**src/rtl/bg_pkg.sv**
```systemverilog
// Shared defaults, width helpers and FSM state type for the bias/gate stream buffer.
package bg_pkg;

  localparam int D_WL_DEF      = 24;
  localparam int UNITS_NUM_DEF = 5;
  localparam int DEPTH_DEF     = 6;

  // Index width for n entries. Returns at least 1 so that an index port is
  // never zero bits wide.
  function automatic int clog2_min1(input int n);
    return (n > 1) ? $clog2(n) : 1;
  endfunction

  typedef enum logic {
    IDLE = 1'b0,
    RUN  = 1'b1
  } bg_state_e;

endpackage

```
**src/rtl/bg_mem.sv**
```systemverilog
// DEPTH x UNITS_NUM word store. Each write updates one lane of one vector.
// Reads return a whole vector combinationally.
module bg_mem
  import bg_pkg::*;
#(
  parameter int D_WL      = D_WL_DEF,
  parameter int UNITS_NUM = UNITS_NUM_DEF,
  parameter int DEPTH     = DEPTH_DEF,
  parameter int AW        = clog2_min1(DEPTH),
  parameter int LW        = clog2_min1(UNITS_NUM)
) (
  input  logic                      clk,
  input  logic                      rst,
  input  logic                      wr_en_i,
  input  logic [AW-1:0]             wr_addr_i,
  input  logic [LW-1:0]             wr_lane_i,
  input  logic [D_WL-1:0]           wr_data_i,
  input  logic [AW-1:0]             rd_addr_i,
  output logic [UNITS_NUM*D_WL-1:0] rd_data_o
);

  logic [DEPTH-1:0][UNITS_NUM-1:0][D_WL-1:0] mem_q;

  // Lane-granular write. An out-of-range address or lane matches no entry,
  // so that write is dropped.
  always_ff @(posedge clk) begin
    if (rst) begin
      mem_q <= '0;
    end else begin
      for (int a = 0; a < DEPTH; a++) begin
        for (int l = 0; l < UNITS_NUM; l++) begin
          if (wr_en_i && (wr_addr_i == AW'(a)) && (wr_lane_i == LW'(l)))
            mem_q[a][l] <= wr_data_i;
        end
      end
    end
  end

  // Whole-vector read mux. The read sees the contents present before this
  // edge's write.
  always_comb begin
    rd_data_o = '0;
    for (int a = 0; a < DEPTH; a++) begin
      if (rd_addr_i == AW'(a))
        rd_data_o = mem_q[a];
    end
  end

endmodule

```
**src/rtl/bg_stream_buffer.sv**
```systemverilog
// Writable bias/gate vector table. It streams a base/count window of vectors
// to the gate MAC array over a valid/ready port, with wrap-around addressing
// and a done pulse.
module bg_stream_buffer
  import bg_pkg::*;
#(
  parameter  int D_WL      = D_WL_DEF,
  parameter  int UNITS_NUM = UNITS_NUM_DEF,
  parameter  int DEPTH     = DEPTH_DEF,
  localparam int AW        = clog2_min1(DEPTH),
  localparam int LW        = clog2_min1(UNITS_NUM)
) (
  input  logic                      clk,
  input  logic                      rst,
  input  logic                      wr_en,
  input  logic [AW-1:0]             wr_addr,
  input  logic [LW-1:0]             wr_lane,
  input  logic [D_WL-1:0]           wr_data,
  input  logic                      start,
  input  logic [AW-1:0]             base,
  input  logic [AW:0]               count,
  output logic                      busy,
  output logic                      done,
  output logic                      o_valid,
  input  logic                      o_ready,
  output logic [UNITS_NUM*D_WL-1:0] w_o,
  output logic [AW-1:0]             o_addr,
  output logic                      o_last
);

  localparam logic [AW:0]   DEPTH_C   = (AW+1)'(DEPTH);
  localparam logic [AW-1:0] LAST_ADDR = AW'(DEPTH - 1);

  bg_state_e                 state_q, state_d;
  logic [UNITS_NUM*D_WL-1:0] w_q, w_d, rd_data;
  logic [AW-1:0]             addr_q, addr_d, addr_nxt, base_c, rd_addr;
  logic [AW:0]               rem_q, rem_d;   // beats left after the one on the port
  logic                      valid_q, valid_d, last_q, last_d, done_q, done_d;

  assign base_c   = ({1'b0, base} < DEPTH_C) ? base : '0;
  assign addr_nxt = (addr_q == LAST_ADDR) ? '0 : addr_q + AW'(1);
  // In IDLE the read port looks up the window head so that the start edge
  // can load beat 0. In RUN it looks up the vector that follows the current beat.
  assign rd_addr  = (state_q == RUN) ? addr_nxt : base_c;

  bg_mem #(
    .D_WL(D_WL), .UNITS_NUM(UNITS_NUM), .DEPTH(DEPTH), .AW(AW), .LW(LW)
  ) u_mem (
    .clk       (clk),
    .rst       (rst),
    .wr_en_i   (wr_en),
    .wr_addr_i (wr_addr),
    .wr_lane_i (wr_lane),
    .wr_data_i (wr_data),
    .rd_addr_i (rd_addr),
    .rd_data_o (rd_data)
  );

  // Sequencer next state. Output-register fields load only on the start edge
  // or on a handshake edge, so they hold while the consumer stalls.
  always_comb begin
    state_d = state_q;
    w_d     = w_q;
    addr_d  = addr_q;
    rem_d   = rem_q;
    valid_d = valid_q;
    last_d  = last_q;
    done_d  = 1'b0;
    case (state_q)
      IDLE: begin
        if (start) begin
          if (count == '0) begin
            done_d = 1'b1;
          end else begin
            state_d = RUN;
            valid_d = 1'b1;
            w_d     = rd_data;
            addr_d  = base_c;
            rem_d   = count - (AW+1)'(1);
            last_d  = (count == (AW+1)'(1));
          end
        end
      end
      RUN: begin
        if (valid_q && o_ready) begin
          if (rem_q != '0) begin
            w_d    = rd_data;
            addr_d = addr_nxt;
            rem_d  = rem_q - (AW+1)'(1);
            last_d = (rem_q == (AW+1)'(1));
          end else begin
            state_d = IDLE;
            valid_d = 1'b0;
            last_d  = 1'b0;
            done_d  = 1'b1;
          end
        end
      end
      default: state_d = IDLE;
    endcase
  end

  // State and output register. Reset aborts any stream without a done pulse.
  always_ff @(posedge clk) begin
    if (rst) begin
      state_q <= IDLE;
      w_q     <= '0;
      addr_q  <= '0;
      rem_q   <= '0;
      valid_q <= 1'b0;
      last_q  <= 1'b0;
      done_q  <= 1'b0;
    end else begin
      state_q <= state_d;
      w_q     <= w_d;
      addr_q  <= addr_d;
      rem_q   <= rem_d;
      valid_q <= valid_d;
      last_q  <= last_d;
      done_q  <= done_d;
    end
  end

  assign busy    = (state_q == RUN);
  assign done    = done_q;
  assign o_valid = valid_q;
  assign w_o     = w_q;
  assign o_addr  = addr_q;
  assign o_last  = last_q;

endmodule
```
**config.mk**
```make
export PLATFORM = sky130hd
export DESIGN_NAME = bg_stream_buffer
export DESIGN_NICKNAME = d
export VERILOG_FILES = /design/src/rtl/bg_pkg.sv /design/src/rtl/bg_mem.sv /design/src/rtl/bg_stream_buffer.sv
export SDC_FILE = /design/constraint.sdc
export NUM_CORES = 2
export LEC_CHECK = 0
export CAP_MARGIN = 20
export CORE_MARGIN = 2
export CORE_UTILIZATION = 60
export DETAILED_ROUTE_END_ITERATION = 8
export PLACE_DENSITY = 0.82
export SYNTH_ARGS = -nofsm -noshare
export SYNTH_HDL_FRONTEND = slang
export SYNTH_SLANG_ARGS = --single-unit
```
**constraint.sdc**
```tcl
create_clock -name clk -period 2.8 [get_ports clk]
set_clock_uncertainty 0.15 [all_clocks]
set_input_delay 0.42 -clock clk [delete_from_list [all_inputs] [get_ports clk]]
set_output_delay 0.42 -clock clk [all_outputs]
set_load 0.005 [all_outputs]
```
==> results by group <==
Clocking
  • CTS tree: done
  • CTS Sinks: 851
  • CTS H-tree depth: 3
  • Root buffer cell: clkbuf_16
  • CTS Buffer Depth: 3
  • Clk slew on worst S/H paths: ~0.060 ns
  • Post-CTS setup buffers: 0
  • Insertion delay to the later sink of the worst-skew pair: 0.64 ns
  • Post-CTS Hold Fix Bufs: 0
  • Cts repair resizes: 0
  • CTS Buf Count: 84

Finish
  • Area grow syn2layout: 18.6%
  • Cell Count, Final, Fillers Out: 5429
  • Nets: 4644
  • Design Area, Final: 0.0415 mm²
  • Share of cells above drive strength 1: 8.45%

Flow run
  • Maxcap violations: 0

GRT
  • First-pass GRT wire length: about 180000 µm
  • Initial antenna violation count: 3
  • Vias in the first global route: 32223
  • Largest net degree at the start of global routing: 111
  • Gr ovfl total: 0
  • Global router's overall resource usage: 37.3%

Power and ir drop
  • Clk pwr share: 42.5%
  • Sw Pwr: 7.03 mW
  • Comb power frac: approximately an eighth
  • Leakage power: 13.5 nW
  • Reg power frac: 45.8%
  • Sw Share: around a quarter
  • Total power: 27.4 mW
  • Pwr per Cell Area: 660 mW/mm²
  • Peak supply drop: 509 µV
  • P_int: a little over 20 mW

Yosys
  • Syn_nets: 4603
  • Largest area contributor in the netlist: dfxtp_1
  • Synth warn: 0
  • XOR/XNOR Fraction of Synth Area: 0.0751%
  • Yosys cell types: 52
  • Synth Register Bits: 851
  • Count leader, synth: nand2_1
  • Ranking of synthesized cells by area: dfxtp_1 49%, nand2_1 19%, a21oi_1 11%, mux2i_1 4.0%, clkbuf_1 3.7%
  • Post-Synth Adder-Cell Area: 0.143%
  • Post-synthesis mux area share: under 10%
  • Largest family of logic cells by synthesized area: simple AND/OR/NAND/NOR gates
  • Synth cell count leaders: 1746 x nand2_1, 851 x dfxtp_1, 774 x a21oi_1
  • Post-Synthesis Cells: 4557
  • Synth async-reset ratio: 0%
  • Post-synth EDFFs: 0
  • Post-Syn Area per Cell: 7.68 µm²
  • Seq/Total Area, Yosys: 48.7%
  • Top-area cell type share of the netlist area: 48.7%
  • Netlist Area Pre-Place: 0.0350 mm²
  • Simple-Gate Fraction of Synth Area: 22.9%
  • Synth Area in Compound Gates: between 10% and 20%
  • Top_reg_cell synth: dfxtp_1

Timing
  • Worst slew pin tran: 0.707 ns
  • Endpoints failing setup: 0
  • Endpoints failing hold: 0
  • Max-slew headroom: 52.9%
  • Tmin final: 2.53 ns
  • Slew Viols, Final: 0
  • RSZ-0062 raised after global routing: false
  • Max frequency: 0.396 GHz
  • Final period utilization: 90.3%
  • Final setup TNS: 0 ns

Die
  • Core Footprint: 0.0577 mm²
  • Die area: ~0.060 mm²
  • # IOs: between 150 and 200
  • Die extent in x: between 200 and 250 µm
  • Site Rows: 88
  • Initial core utilization: 60.7%
  • Chip Height: approximately 250 µm

Detailed routing
  • Routed wire length: 116000 µm
  • Routed vias/inst: ~6.3
  • ANT nets after route: 0
  • Total number of vias: about 34000
  • Pre-antenna DRT Iters: 6
  • DR WL/cell: approximately 21 µm
  • Iteration-0 DRC Markers: 4258
  • Drt drc: 0

Place
  • HPWL after DPL: 67900 µm
  • Final GP Congestion: around 0.85
  • Placed cell count: 5277
  • Placed inst area: 0.0387 mm²
  • Port Buffers: between 150 and 200

Setup path
  • Crit-path cells: clkinv_1 -> o22ai_4 -> buf_12 -> buf_12 -> mux2_2 -> a21oi_1 -> o21ai_1
  • Bufs and invs on worst path: 3
  • Startpoint types: flip-flop
  • Largest fanout on the critical path: 45
  • FF-to-FF setup slack: 0.27 ns
  • Worst EP arrival: 2.90 ns
  • Most frequent CP cell: buf_12
  • Worst endpoint required time: 3.17 ns
  • CP endpoint kind: flip-flop
  • Setup CP Type: reg2reg
  • CP max-delay cell: dfxtp_1
  • CP delay by family, top: buffers and inverters
  • CP max stage delay: ~0.51 ns

Worst hold path
  • Hold WC Path Type: in2reg

Run status
  • Run status: finished clean
-- flip-flops by register name, indices dropped and copies added (netlist names) --
name         cells
o_valid          1
rem_q            4
o_addr           3
u_mem.mem_q    720
done             1
w_o            120
busy             1
o_last           1
-- stage by stage --
stage                     hold WS [ns]  util, %  setup slack, ns
final                            0.121     71.9            0.273
after global routing             0.171     71.9            0.134
after CTS                        0.125     71.9            0.291
after detailed placement         0.294     67.0          -0.0570
after global placement           0.289     67.0           0.0300
after floorplan                  0.282        -            0.514
-- cells by family (layout without fill, tap and decap cells) --
kind of cell | Yosys count | count (layout)
simple gates | 2038 | 2038
compound gates | 1062 | 1062
flops | 851 | 851
buf+inv | 429 | 534
mux | 170 | 170
fa+ha+maj | 4 | 4
xor+xnor | 3 | 3
other cells | 0 | 2
-- power by group through the flow --
stage	clock (mW)	sequential, mW	combinational, mW
floorplan	0	12.7	1.62
global placement	0	12.8	3.07
detailed placement	0	12.8	3.10
CTS	11.6	12.5	3.12
global route	12.1	12.5	3.33
finish	11.6	12.5	3.21
-- area by class of cell --
type | instances | area (µm²)
tap | 765 | 957
clock inverter | 34 | 420
antenna | 2 | 5.00
multi-input combinational | 3277 | 16400
inverter | 6 | 22.5
sequential | 851 | 17000
clock buffer | 116 | 2400
fill | 4321 | 16200
timing repair buffer | 378 | 4250
-- cell usage in the layout (no fill, tap or decap), types with 4 or more instances in the layout --
cell	Yosys	final
a211o_1	31	31
a21oi_1	774	773
dfxtp_1	851	851
bufinv_16	0	9
clkbuf_1	348	14
clkinvlp_4	0	4
ha_1	4	4
nand2b_1	5	5
clkbuf_8	0	18
inv_1	5	5
o21ai_1	32	31
or3_1	32	32
mux2i_1	139	139
nand3b_1	4	4
mux2_2	30	30
nand3_1	125	124
nor3_1	10	10
clkdlybuf4s50_1	0	167
clkbuf_16	0	84
buf_12	0	79
clkinv_2	0	19
a32oi_1	89	89
nor3b_1	7	7
a221o_1	31	31
nand2_1	1746	1746
nor2_1	92	88
buf_4	1	131
a32o_1	90	90
-- path summary, 6_finish.rpt --
check / startpoint / endpoint / depth (start not counted)
min: rst / u_mem.mem_q[132] / 2
max: busy / w_o[29] / 7
max reg2reg: busy / w_o[29] / 7
min reg2reg: u_mem.mem_q[431] / u_mem.mem_q[431] / 2
-- worst reg2reg max path: stages (launching register included) --
cell and delay [ns]:
dfxtp_1 0.51, clkinv_1 0.31, o22ai_4 0.30, buf_12 0.21, buf_12 0.27, mux2_2 0.42, a21oi_1 0.17, o21ai_1 0.09
-- layer usage --
layer  part of all wire, %  GRT usage [%]
met1                    37           47.6
met2                    45           59.2
met3                    12           7.48
met4                   5.5           20.9
met5                 0.014              0
Power figures use the tool's default switching activity.
